`config.mk`:
```
export PLATFORM = sky130hd
export DESIGN_NAME = instr_encoder
export DESIGN_NICKNAME = d
export VERILOG_FILES = /design/src/rtl/instr_encoder_pkg.sv /design/src/rtl/instr_encoder_pack.sv /design/src/rtl/instr_encoder.sv
export SDC_FILE = /design/constraint.sdc
export NUM_CORES = 1
export LEC_CHECK = 0
export ABC_AREA = 1
export CAP_MARGIN = 20
export CELL_PAD_IN_SITES_DETAIL_PLACEMENT = 1
export CELL_PAD_IN_SITES_GLOBAL_PLACEMENT = 1
export CORE_MARGIN = 2
export CORE_UTILIZATION = 31
export DETAILED_ROUTE_END_ITERATION = 12
export PLACE_DENSITY_LB_ADDON = 0.3
export SYNTH_ARGS = -nofsm -noshare
export SYNTH_HDL_FRONTEND = slang
export SYNTH_SLANG_ARGS = --single-unit
```
`constraint.sdc`:
```
create_clock -name i_clock -period 3.9 [get_ports i_clock]
set_input_delay 0.78 -clock i_clock [delete_from_list [all_inputs] [get_ports i_clock]]
set_output_delay 0.78 -clock i_clock [all_outputs]
set_load 0.05 [all_outputs]
```
`src/rtl/instr_encoder_pkg.sv`:
```
// instr_encoder_pkg: shared kind codes, opcode/funct encodings, FSM states and word packers
package instr_encoder_pkg;
  localparam logic [4:0] K_ADD  = 5'd0;
  localparam logic [4:0] K_SUB  = 5'd1;
  localparam logic [4:0] K_AND  = 5'd2;
  localparam logic [4:0] K_OR   = 5'd3;
  localparam logic [4:0] K_XOR  = 5'd4;
  localparam logic [4:0] K_SLL  = 5'd5;
  localparam logic [4:0] K_SRL  = 5'd6;
  localparam logic [4:0] K_SRA  = 5'd7;
  localparam logic [4:0] K_JR   = 5'd8;
  localparam logic [4:0] K_ADDI = 5'd9;
  localparam logic [4:0] K_ANDI = 5'd10;
  localparam logic [4:0] K_ORI  = 5'd11;
  localparam logic [4:0] K_XORI = 5'd12;
  localparam logic [4:0] K_LW   = 5'd13;
  localparam logic [4:0] K_SW   = 5'd14;
  localparam logic [4:0] K_BEQ  = 5'd15;
  localparam logic [4:0] K_BNE  = 5'd16;
  localparam logic [4:0] K_LUI  = 5'd17;
  localparam logic [4:0] K_J    = 5'd18;
  localparam logic [4:0] K_JAL  = 5'd19;

  localparam logic [5:0] OP_RTYPE = 6'b000000;
  localparam logic [5:0] OP_ADDI  = 6'b001000;
  localparam logic [5:0] OP_ANDI  = 6'b001100;
  localparam logic [5:0] OP_ORI   = 6'b001101;
  localparam logic [5:0] OP_XORI  = 6'b001110;
  localparam logic [5:0] OP_LW    = 6'b100011;
  localparam logic [5:0] OP_SW    = 6'b101011;
  localparam logic [5:0] OP_BEQ   = 6'b000100;
  localparam logic [5:0] OP_BNE   = 6'b000101;
  localparam logic [5:0] OP_LUI   = 6'b001111;
  localparam logic [5:0] OP_J     = 6'b000010;
  localparam logic [5:0] OP_JAL   = 6'b000011;

  localparam logic [5:0] F_ADD = 6'b100000;
  localparam logic [5:0] F_SUB = 6'b100010;
  localparam logic [5:0] F_AND = 6'b100100;
  localparam logic [5:0] F_OR  = 6'b100101;
  localparam logic [5:0] F_XOR = 6'b100110;
  localparam logic [5:0] F_SLL = 6'b000000;
  localparam logic [5:0] F_SRL = 6'b000010;
  localparam logic [5:0] F_SRA = 6'b000011;
  localparam logic [5:0] F_JR  = 6'b001000;

  typedef enum logic [1:0] {IDLE, LOAD, FLUSH, DONE} state_t;

  function automatic logic [31:0] pack_r(input logic [4:0] rs, rt, rd, sh, input logic [5:0] fn);
    return {OP_RTYPE, rs, rt, rd, sh, fn};
  endfunction

  function automatic logic [31:0] pack_i(input logic [5:0] op, input logic [4:0] rs, rt, input logic [15:0] imm);
    return {op, rs, rt, imm};
  endfunction

  function automatic logic [31:0] pack_j(input logic [5:0] op, input logic [25:0] tg);
    return {op, tg};
  endfunction
endpackage

```
`src/rtl/instr_encoder_pack.sv`:
```
// instr_pack: combinational packing of one symbolic instruction into a MIPS word
module instr_pack
  import instr_encoder_pkg::*;
(
  input  logic [4:0]  i_kind,
  input  logic [4:0]  i_rs,
  input  logic [4:0]  i_rt,
  input  logic [4:0]  i_rd,
  input  logic [4:0]  i_shamt,
  input  logic [15:0] i_imm,
  input  logic [25:0] i_target,
  output logic [31:0] o_word,
  output logic        o_illegal
);
  // kind decode; unused fields are zeroed so the word matches what the control unit decodes
  always_comb begin
    o_word    = '0;
    o_illegal = 1'b0;
    case (i_kind)
      K_ADD:   o_word = pack_r(i_rs, i_rt, i_rd, 5'd0, F_ADD);
      K_SUB:   o_word = pack_r(i_rs, i_rt, i_rd, 5'd0, F_SUB);
      K_AND:   o_word = pack_r(i_rs, i_rt, i_rd, 5'd0, F_AND);
      K_OR:    o_word = pack_r(i_rs, i_rt, i_rd, 5'd0, F_OR);
      K_XOR:   o_word = pack_r(i_rs, i_rt, i_rd, 5'd0, F_XOR);
      K_SLL:   o_word = pack_r(5'd0, i_rt, i_rd, i_shamt, F_SLL);
      K_SRL:   o_word = pack_r(5'd0, i_rt, i_rd, i_shamt, F_SRL);
      K_SRA:   o_word = pack_r(5'd0, i_rt, i_rd, i_shamt, F_SRA);
      K_JR:    o_word = pack_r(i_rs, 5'd0, 5'd0, 5'd0, F_JR);
      K_ADDI:  o_word = pack_i(OP_ADDI, i_rs, i_rt, i_imm);
      K_ANDI:  o_word = pack_i(OP_ANDI, i_rs, i_rt, i_imm);
      K_ORI:   o_word = pack_i(OP_ORI, i_rs, i_rt, i_imm);
      K_XORI:  o_word = pack_i(OP_XORI, i_rs, i_rt, i_imm);
      K_LW:    o_word = pack_i(OP_LW, i_rs, i_rt, i_imm);
      K_SW:    o_word = pack_i(OP_SW, i_rs, i_rt, i_imm);
      K_BEQ:   o_word = pack_i(OP_BEQ, i_rs, i_rt, i_imm);
      K_BNE:   o_word = pack_i(OP_BNE, i_rs, i_rt, i_imm);
      K_LUI:   o_word = pack_i(OP_LUI, 5'd0, i_rt, i_imm);
      K_J:     o_word = pack_j(OP_J, i_target);
      K_JAL:   o_word = pack_j(OP_JAL, i_target);
      default: o_illegal = 1'b1;
    endcase
  end
endmodule

```
`src/rtl/instr_encoder.sv`:
```
// instr_encoder: streams symbolic instructions into consecutive instruction-memory words
module instr_encoder
  import instr_encoder_pkg::*;
#(
  parameter int ADDR_W = 6,
  parameter int LEN_W  = ADDR_W + 1
) (
  input  logic              i_clock,
  input  logic              i_reset,
  input  logic              i_start,
  input  logic [ADDR_W-1:0] i_base,
  input  logic [LEN_W-1:0]  i_len,
  input  logic              i_in_valid,
  output logic              o_in_ready,
  input  logic [4:0]        i_kind,
  input  logic [4:0]        i_rs,
  input  logic [4:0]        i_rt,
  input  logic [4:0]        i_rd,
  input  logic [4:0]        i_shamt,
  input  logic [15:0]       i_imm,
  input  logic [25:0]       i_target,
  output logic              o_imem_we,
  output logic [ADDR_W-1:0] o_imem_addr,
  output logic [31:0]       o_imem_wdata,
  output logic              o_busy,
  output logic              o_done,
  output logic              o_err
);
  state_t              r_state;
  logic [ADDR_W-1:0]   r_addr;
  logic [LEN_W-1:0]    r_cnt;
  logic                r_ready;
  logic                r_we;
  logic [ADDR_W-1:0]   r_waddr;
  logic [31:0]         r_wdata;
  logic                r_busy;
  logic                r_done;
  logic                r_err;
  logic [31:0]         w_word;
  logic                w_illegal;

  instr_pack u_pack (
    .i_kind    (i_kind),
    .i_rs      (i_rs),
    .i_rt      (i_rt),
    .i_rd      (i_rd),
    .i_shamt   (i_shamt),
    .i_imm     (i_imm),
    .i_target  (i_target),
    .o_word    (w_word),
    .o_illegal (w_illegal)
  );

  // load FSM with registered write port; the address counter wraps at the memory size
  always_ff @(posedge i_clock) begin
    if (i_reset) begin
      r_state <= IDLE;
      r_addr  <= '0;
      r_cnt   <= '0;
      r_ready <= 1'b0;
      r_we    <= 1'b0;
      r_waddr <= '0;
      r_wdata <= '0;
      r_busy  <= 1'b0;
      r_done  <= 1'b0;
      r_err   <= 1'b0;
    end else begin
      r_we   <= 1'b0;
      r_done <= 1'b0;
      case (r_state)
        IDLE: if (i_start) begin
          r_addr <= i_base;
          r_cnt  <= i_len;
          r_err  <= 1'b0;
          r_busy <= 1'b1;
          if (i_len == '0) begin
            r_state <= DONE;
            r_done  <= 1'b1;
          end else begin
            r_state <= LOAD;
            r_ready <= 1'b1;
          end
        end
        LOAD: if (i_in_valid) begin
          r_we    <= 1'b1;
          r_waddr <= r_addr;
          r_wdata <= w_word;
          r_addr  <= r_addr + ADDR_W'(1);
          r_cnt   <= r_cnt - LEN_W'(1);
          if (w_illegal) r_err <= 1'b1;
          if (r_cnt == LEN_W'(1)) begin
            r_state <= FLUSH;
            r_ready <= 1'b0;
          end
        end
        FLUSH: begin
          r_state <= DONE;
          r_done  <= 1'b1;
        end
        DONE: begin
          r_state <= IDLE;
          r_busy  <= 1'b0;
        end
        default: r_state <= IDLE;
      endcase
    end
  end

  assign o_in_ready   = r_ready;
  assign o_imem_we    = r_we;
  assign o_imem_addr  = r_waddr;
  assign o_imem_wdata = r_wdata;
  assign o_busy       = r_busy;
  assign o_done       = r_done;
  assign o_err        = r_err;
endmodule

```
==> qor_table.md, run 1 <==
| Item | This run | Unit |
|---|---|---|
| Buffers added on ports | 125 | - |
| Register-to-register setup slack | 1330 | ps |
| Clock tree skew after final layout | 14.0 | ps |
| Layer with the highest usage | met2 | - |
| Met2 usage | 0.372 | - |
| Critical path start-end classification | reg -> reg | - |
| Reg2reg start | r_state[1]$_SDFFE_PP0P_ | - |
| Area of the die | 0.0109 | mm² |
| Layout fillers | 1,261 | - |
| Clock tree from TritonCTS | built | - |
| Final Hold Fails | 0 | - |
| Largest incremental delay on the critical path | 630 | ps |
| Antenna violations before repair | 0 | - |
| Achievable Freq | 389 | MHz |
| Syn Inst Count | 479 | - |
| Start point of the critical path | r_state[1]$_SDFFE_PP0P_ | - |
| Vert. Die Dim | 104 | µm |
| Clock-pin slew of the registers on the worst-case setup and hold paths | 70 | ps |
| Worst Path Max Fanout | 19 | - |
| Final weighted congestion in routability-driven placement | 0.775 | - |
| Average wire per standard cell | 15.1 | µm |
| DP HPWL | 8.08 | mm |
| Via count normalized by instance count | 4.88 | - |
| Number of warnings reported in the yosys synthesis log | 0 | - |
| Clock power share | 0.244 | - |
| Via Count | 3,568 | - |
| Unrepaired setup endpoints after global routing | no | - |
| Level count of the clock H-tree | 3 | - |
| Crit path max-delay cell type | sky130_fd_sc_hd__ha_1 | - |
| Switching share of power | 0.420 | - |
| Maximum vdd ir drop | 0.000377 | V |
| Width of the chip | 104 | µm |
| Kind of end point of the critical path | register | - |
| Outcome | finished, final reports clean | - |
| Worst setup SP type | register | - |
| Total wirelength of the detailed-routed design | 11.1 | mm |
| Hold path startpoint | o_in_ready$_SDFFE_PP0P_ | - |
| Dominant register cell in the synthesized netlist | sky130_fd_sc_hd__dfxtp_1 | - |
| Number of buffers added to fix hold violations after cts | 0 | - |
| Area of combinational cells with multiple inputs | 0.00171 | mm² |
| EDFF count, synth | 0 | - |
| Top delay family on crit path | adder cells | - |
| Total of flip-flops plus latches after synthesis | 57 | - |
| Number of global-route vias before repair | 3,714 | - |
| Synthesized Nets | 570 | - |
| Post-route minimum period | 2570 | ps |
| Per-instance average area after synthesis | 6.50 | µm² |
| Clock sinks | 57 | - |
| Global routing usage on met1 | 0.241 | - |
| GRT met3 Usage | 0.0395 | - |
| Leakage Power | 1.86 | nW |
| Number of rows in the core area | 36 | - |
| WHS | 464 | ps |
| Layout cell share with drive strength beyond 1 | 0.0619 | - |
| Commonest non-fill, non-tap cell in the layout | sky130_fd_sc_hd__nand2_1 | - |
| Iteration count of the initial detailed-routing pass | 4 | - |
| Critical path data arrival time | 2790 | ps |
| Worst slew pin tran | 713 | ps |
| Cells taking the most area after synthesis | sky130_fd_sc_hd__dfxtp_1 (37%), sky130_fd_sc_hd__nand2_1 (20%), sky130_fd_sc_hd__a21oi_1 (7.9%) | - |
| Setup fix buffers added after clock tree synthesis | 0 | - |
| Number of design rule violations left after detail routing | 0 | - |
| Number of buffers added by the clock tree synthesis step | 9 | - |
| Part of the total power dissipated in sequential elements | 0.310 | - |
| Gate power share | 0.446 | - |
| Worst-skew pair later-pin latency | 340 | ps |
| Buffers from clock root to sink, at most | 2 | - |
| First-pass GRT wire length | 18.1 | mm |
| Count of buffer and inverter cells on the critical path | 3 | - |
| Sequential-to-total area share from yosys stat | 0.366 | - |
| Register Area | 0.00114 | mm² |
| Final #Nets | 685 | - |
| Aggregate negative setup slack | 0 | ps |
| Worst rel slew slack | 0.525 | - |
| CP Data Required Time | 4110 | ps |
| Cells along the critical path | inv_1 > ha_1 > inv_2 > o21ai_2 > inv_1 > nand2_1 > a21oi_1 > o21ai_0 > a21oi_1 | - |
| GRT Util Overall | 0.205 | - |
| Root cell of the clock tree | sky130_fd_sc_hd__clkbuf_8 | - |
| Ant diodes | 0 | - |
| Final setup violation count | 0 | - |
| Total global routing overflow | 0 | - |
| Cell taking the most area after synthesis | sky130_fd_sc_hd__dfxtp_1 | - |
| Initial cell density of the core | 0.319 | - |
| Maximum number of pins on one net before global-route repair | 44 | - |
| Min-delay worst type | reg -> reg | - |
| Core Box Area | 0.00977 | mm² |
| Async set or reset register ratio after synthesis | 0 | - |
| Synth-to-Final Area Change | 49.2 | % |
| Drt first-iter violations | 72 | - |
| Post-CTS resize count | 0 | - |
| Power Dens Cells | 545 | mW/mm² |
| Fraction of the cycle the final worst path needs | 0.660 | - |
| Max-slew violation count | 0 | - |
| Post-synthesis cell type count | 31 | - |
| Max cap viols | 0 | - |
| Commonest non-fill, non-tap cells in the layout | sky130_fd_sc_hd__nand2_1 (166), sky130_fd_sc_hd__clkdlybuf4s50_1 (124), sky130_fd_sc_hd__dfxtp_1 (57) | - |
| Top-area cell type share of the netlist area | 0.366 | - |
| Internal power | 1.47 | mW |
| Count of boundary I/O pins | 127 | - |
| Post-synthesis cell area | 0.00312 | mm² |
| Antenna violation net count after detailed routing | 0 | - |
| Net switching power | 1.06 | mW |
-- cells by family after synthesis --
group                      Yosys count  synth area share
other                                1           0.00120
xor gates and xnor gates             4            0.0112
and+or+nand+nor                    255             0.341
adders and majority gates            7            0.0281
DFF                                 57             0.366
AOI/OAI and AO/OA                   97             0.168
buffers and inverters               58            0.0839
-- layout make-up --
cell class	instances	share of cell area
multi-input combinational	364	0.369
timing repair buffer	128	0.277
sequential	57	0.246
tap	133	0.0358
clock buffer	12	0.0312
inverter	34	0.0275
clock inverter	3	0.0140
-- tightest hold or removal path: stages, from the launching register on --
cell and delay, ps:
sky130_fd_sc_hd__dfxtp_1 310, sky130_fd_sc_hd__inv_1 50, sky130_fd_sc_hd__a21oi_1 50
-- power groups by stage --
stage,sequential (mW),clock [mW],combinational [mW]
after floorplan,0.929,0,0.623
after global placement,0.784,0,1.07
after detailed placement,0.793,0,1.12
after CTS,0.784,0.629,1.14
after global routing,0.798,0.649,1.25
final,0.784,0.617,1.13
-- path summary, 6_finish.rpt --
kind | endpoint | cells past startpoint
worst max register to register | r_cnt[3]$_SDFFE_PP0P_ | 9
worst min-delay path | o_in_ready$_SDFFE_PP0P_ | 2
worst min register to register | o_in_ready$_SDFFE_PP0P_ | 2
worst max-delay path | r_cnt[3]$_SDFFE_PP0P_ | 9
-- state kept, by name (all words and copies together) (netlist names) --
register	flops
o_imem_we	1
o_err	1
r_cnt	7
o_busy	1
r_state	2
o_done	1
o_imem_addr	6
r_addr	6
o_imem_wdata	31
o_in_ready	1
-- metal layers --
layer / vias to the layer above / share of wire
li1: 1776 / -
met4: 0 / 0.017
met3: 13 / 0.033
met5: - / 0
met1: 1707 / 0.45
met2: 72 / 0.50
-- cell usage after synthesis (all sizes together), types with 2 or more instances --
cell type and number:
o211ai 2, nor3 3, nand2 172, a31oi 3
nor2 34, dfxtp 57, ha 7, a211oi 4
buf 14, nand3 41, clkbuf 10, nand4 3
a21oi 53, inv 33, xor2 3, o21ai 35
-- per-stage QoR --
stage	cells	util	worst slack (ps)	instance area [µm²]	power [mW]
floorplan	479	-	2100	3120	1.55
global placement	715	0.451	965	4410	1.85
detailed placement	716	0.454	1090	4440	1.92
CTS	731	0.475	1300	4650	2.55
global route	731	0.475	1040	4650	2.70
finish	731	0.475	1330	4650	2.53
Note: power is estimated with default switching activity, not from simulation.
==> run 2, diff against run 1 <==
--- a/config.mk
+++ b/config.mk
@@ -10,7 +10,7 @@
 export CELL_PAD_IN_SITES_DETAIL_PLACEMENT = 1
 export CELL_PAD_IN_SITES_GLOBAL_PLACEMENT = 1
 export CORE_MARGIN = 2
-export CORE_UTILIZATION = 31
+export CORE_UTILIZATION = 29
 export DETAILED_ROUTE_END_ITERATION = 12
 export PLACE_DENSITY_LB_ADDON = 0.3
 export SYNTH_ARGS = -nofsm -noshare
==> constraint.sdc (replaced) <==
create_clock -name i_clock -period 2.55 [get_ports i_clock]
set_input_delay 0.51 -clock i_clock [delete_from_list [all_inputs] [get_ports i_clock]]
set_output_delay 0.51 -clock i_clock [all_outputs]
set_load 0.05 [all_outputs]
==> qor_table.md, run 2 (synthesis gave the netlist of run 1 again) <==
| Item | This run | Unit | vs previous |
|---|---|---|---|
| Via Count | 3,553 | - | -0.42% |
| Number of rows in the core area | 37 | - | +2.8% |
| Maximum number of pins on one net before global-route repair | 38 | - | -14% |
| Total global routing overflow | 0 | - | unchanged |
| Layout cell share with drive strength beyond 1 | 0.0730 | - | +0.0111 |
| Synth-to-Final Area Change | 49.8 | % |  |
| Top delay family on crit path | buffers and inverters | - |  |
| Number of cells traversed by the worst hold path | 2 | - | unchanged |
| Final Hold Fails | 0 | - | unchanged |
| Register-to-register setup slack | 560 | ps | -770 ps |
| Min-delay worst type | reg -> reg | - |  |
| Average wire per standard cell | 14.7 | µm | -2.8% |
| Gate power share | 0.445 | - | about the same |
| Fraction of the cycle the final worst path needs | 0.793 | - |  |
| Cells along the critical path | clkdlybuf4s50_1 | - |  |
| Clock tree from TritonCTS | built | - |  |
| Leakage Power | 1.87 | nW | +0.60% |
| Internal power | 2.20 | mW | +50% |
| Clock tree skew after final layout | 9.12 | ps | -4.87 ps |
| Worst rel slew slack | 0.597 | - | +0.0728 |
| Level count of the clock H-tree | 3 | - | unchanged |
| Commonest non-fill, non-tap cells in the layout | sky130_fd_sc_hd__nand2_1 (166), sky130_fd_sc_hd__clkdlybuf4s50_1 (124), sky130_fd_sc_hd__dfxtp_1 (57) | - |  |
| Reg2reg start | r_state[1]$_SDFFE_PP0P_ | - |  |
| Antenna violations before repair | 0 | - | unchanged |
| Crit path max-delay cell type | sky130_fd_sc_hd__clkdlybuf4s50_1 | - |  |
| Buffers added on ports | 125 | - | unchanged |
| Cell area reported after detailed placement | 0.00445 | mm² | +0.31% |
| DP HPWL | 8.08 | mm | about the same |
| Buffers from clock root to sink, at most | 2 | - | unchanged |
| Final #Nets | 689 | - | +0.58% |
| Final setup violation count | 0 | - | unchanged |
| Number of buffers added to fix hold violations after cts | 0 | - | unchanged |
| Net switching power | 1.61 | mW | +52% |
| Root cell of the clock tree | sky130_fd_sc_hd__clkbuf_8 | - |  |
| Core Box Area | 0.0104 | mm² | +6.1% |
| Achievable Freq | 494 | MHz |  |
| Worst Hold End | o_in_ready$_SDFFE_PP0P_ | - |  |
| Power Dens Cells | 816 | mW/mm² | +50% |
| Area of the die | 0.0116 | mm² | +6.6% |
| Aggregate negative setup slack | 0 | ps | unchanged |
| Antenna violation net count after detailed routing | 0 | - | unchanged |
| Count of boundary I/O pins | 127 | - | unchanged |
| Part of the total power dissipated in sequential elements | 0.313 | - | +0.003 |
| Layout fillers | 1,363 | - | +8.1% |
| Drt first-iter violations | 123 | - | +71% |
| Switching share of power | 0.423 | - | +0.00301 |
| Unrepaired setup endpoints after global routing | no | - |  |
| R2r endpoint | r_cnt[3]$_SDFFE_PP0P_ | - |  |
| Number of global-route vias before repair | 3,670 | - | -1.2% |
| Clock-pin slew of the registers on the worst-case setup and hold paths | 70 | ps | about the same |
| Worst-case reg-to-reg path depth | 9 | - | unchanged |
| Vert. Die Dim | 108 | µm | +3.3% |
| First-pass GRT wire length | 18.0 | mm | -0.34% |
| Max-slew violation count | 0 | - | unchanged |
| Critical path data arrival time | 1510 | ps | -1280 ps |
| Total wirelength of the detailed-routed design | 10.9 | mm | -1.7% |
| Count of buffer and inverter cells on the critical path | 1 | - | -2 |
| Worst slew pin tran | 604 | ps | -109 ps |
| Area of combinational cells with multiple inputs | 0.00171 | mm² | unchanged |
| Critical path start-end classification | reg -> out | - |  |
| Post-route minimum period | 2020 | ps |  |
| Worst setup SP type | register | - |  |
| Largest incremental delay on the critical path | 820 | ps | +190 ps |
| Clock power share | 0.241 | - | -0.003 |
| Post-CTS resize count | 0 | - | unchanged |
| Core occupancy in the finished layout | 0.450 | - | -0.0255 |
| Via count normalized by instance count | 4.81 | - | -1.5% |
| Register Area | 0.00114 | mm² | unchanged |
| Clock sinks | 57 | - | unchanged |
| Max cap viols | 0 | - | unchanged |
| Ant diodes | 0 | - | unchanged |
| GRT Util Overall | 0.197 | - | -0.00842 |
| Maximum vdd ir drop | 0.000603 | V | +60% |
| CP Data Required Time | 2040 | ps | -2070 ps |
| Commonest non-fill, non-tap cell in the layout | sky130_fd_sc_hd__nand2_1 | - |  |
| Width of the chip | 108 | µm | +3.3% |
| Setup fix buffers added after clock tree synthesis | 0 | - | unchanged |
| Worst Path Max Fanout | 2 | - | -17 |
| Largest register FFs | 31 | - | unchanged |
| Final weighted congestion in routability-driven placement | 0.837 | - | +8.0% |
| Worst-skew pair later-pin latency | 340 | ps | about the same |
| Iteration count of the initial detailed-routing pass | 4 | - | unchanged |
| Initial cell density of the core | 0.300 | - | -0.0183 |
| Number of design rule violations left after detail routing | 0 | - | unchanged |
| Outcome | finished, final reports clean | - |  |
| Kind of end point of the critical path | primary output | - |  |
| Number of buffers added by the clock tree synthesis step | 9 | - | unchanged |
| Post-route standard cell area excluding fillers | 0.00467 | mm² | +0.40% |
| Hold path startpoint | o_in_ready$_SDFFE_PP0P_ | - |  |
==> run 2: cell types whose count changed in the layout (fill, tap and decap cells not counted), sizes merged <==
cell	previous run	this run
buf	4	8
clkinvlp	0	2
bufinv	2	1
==> run 2: cell type report <==
| class | instances | share of cell area |
|---|---|---|
| tap | 136 | 0.0365 |
| timing repair buffer | 132 | 0.278 |
| sequential | 57 | 0.245 |
| inverter | 34 | 0.0274 |
| clock inverter | 4 | 0.0107 |
| clock buffer | 12 | 0.0354 |
| multi-input combinational | 364 | 0.367 |
==> run 2: stage by stage <==
stage               setup WS, ps  cells  hold WS (ps)  power (mW)
finish                       527    739           462        3.81
global route                 304    739           493        4.11
global placement             304    723           445        2.86
floorplan                    949    479           443        2.37
detailed placement           235    723           447        2.92
CTS                          507    739           467        3.86
==> run 2: power groups by stage <==
stage          registers (mW)  clock network (mW)  logic (mW)
5_1_grt                  1.22               0.995        1.90
3_3_place_gp             1.20                   0        1.66
3_5_place_dp             1.21                   0        1.70
6_report                 1.19               0.920        1.70
4_1_cts                  1.20               0.947        1.72
2_1_floorplan            1.42                   0       0.952
==> run 2: worst max path at each step <==
stage                                        from                            end  slack [ps]  cells after the start
floorplan                 r_state[1]$_SDFFE_PP0P_          r_cnt[2]$_SDFFE_PP0P_         950                     10
global placement                        i_kind[1]  o_imem_wdata[25]$_SDFFE_PP0P_         300                      8
detailed placement                      i_kind[2]  o_imem_wdata[14]$_SDFFE_PP0P_         240                      8
CTS                  o_imem_wdata[1]$_SDFFE_PP0P_                o_imem_wdata[1]         510                      1
global route              r_state[1]$_SDFFE_PP0P_          r_cnt[4]$_SDFFE_PP0P_         300                      9
finish              o_imem_wdata[14]$_SDFFE_PP0P_               o_imem_wdata[14]         530                      1
==> run 2: per-layer routing <==
metal  vias to the layer above  wire length, µm  track usage
met3                        14              448       0.0339
met2                        77             5310        0.347
met4                         0              163       0.0714
met5                         -                0            0
li1                       1795                -            -
met1                      1667             4940        0.238
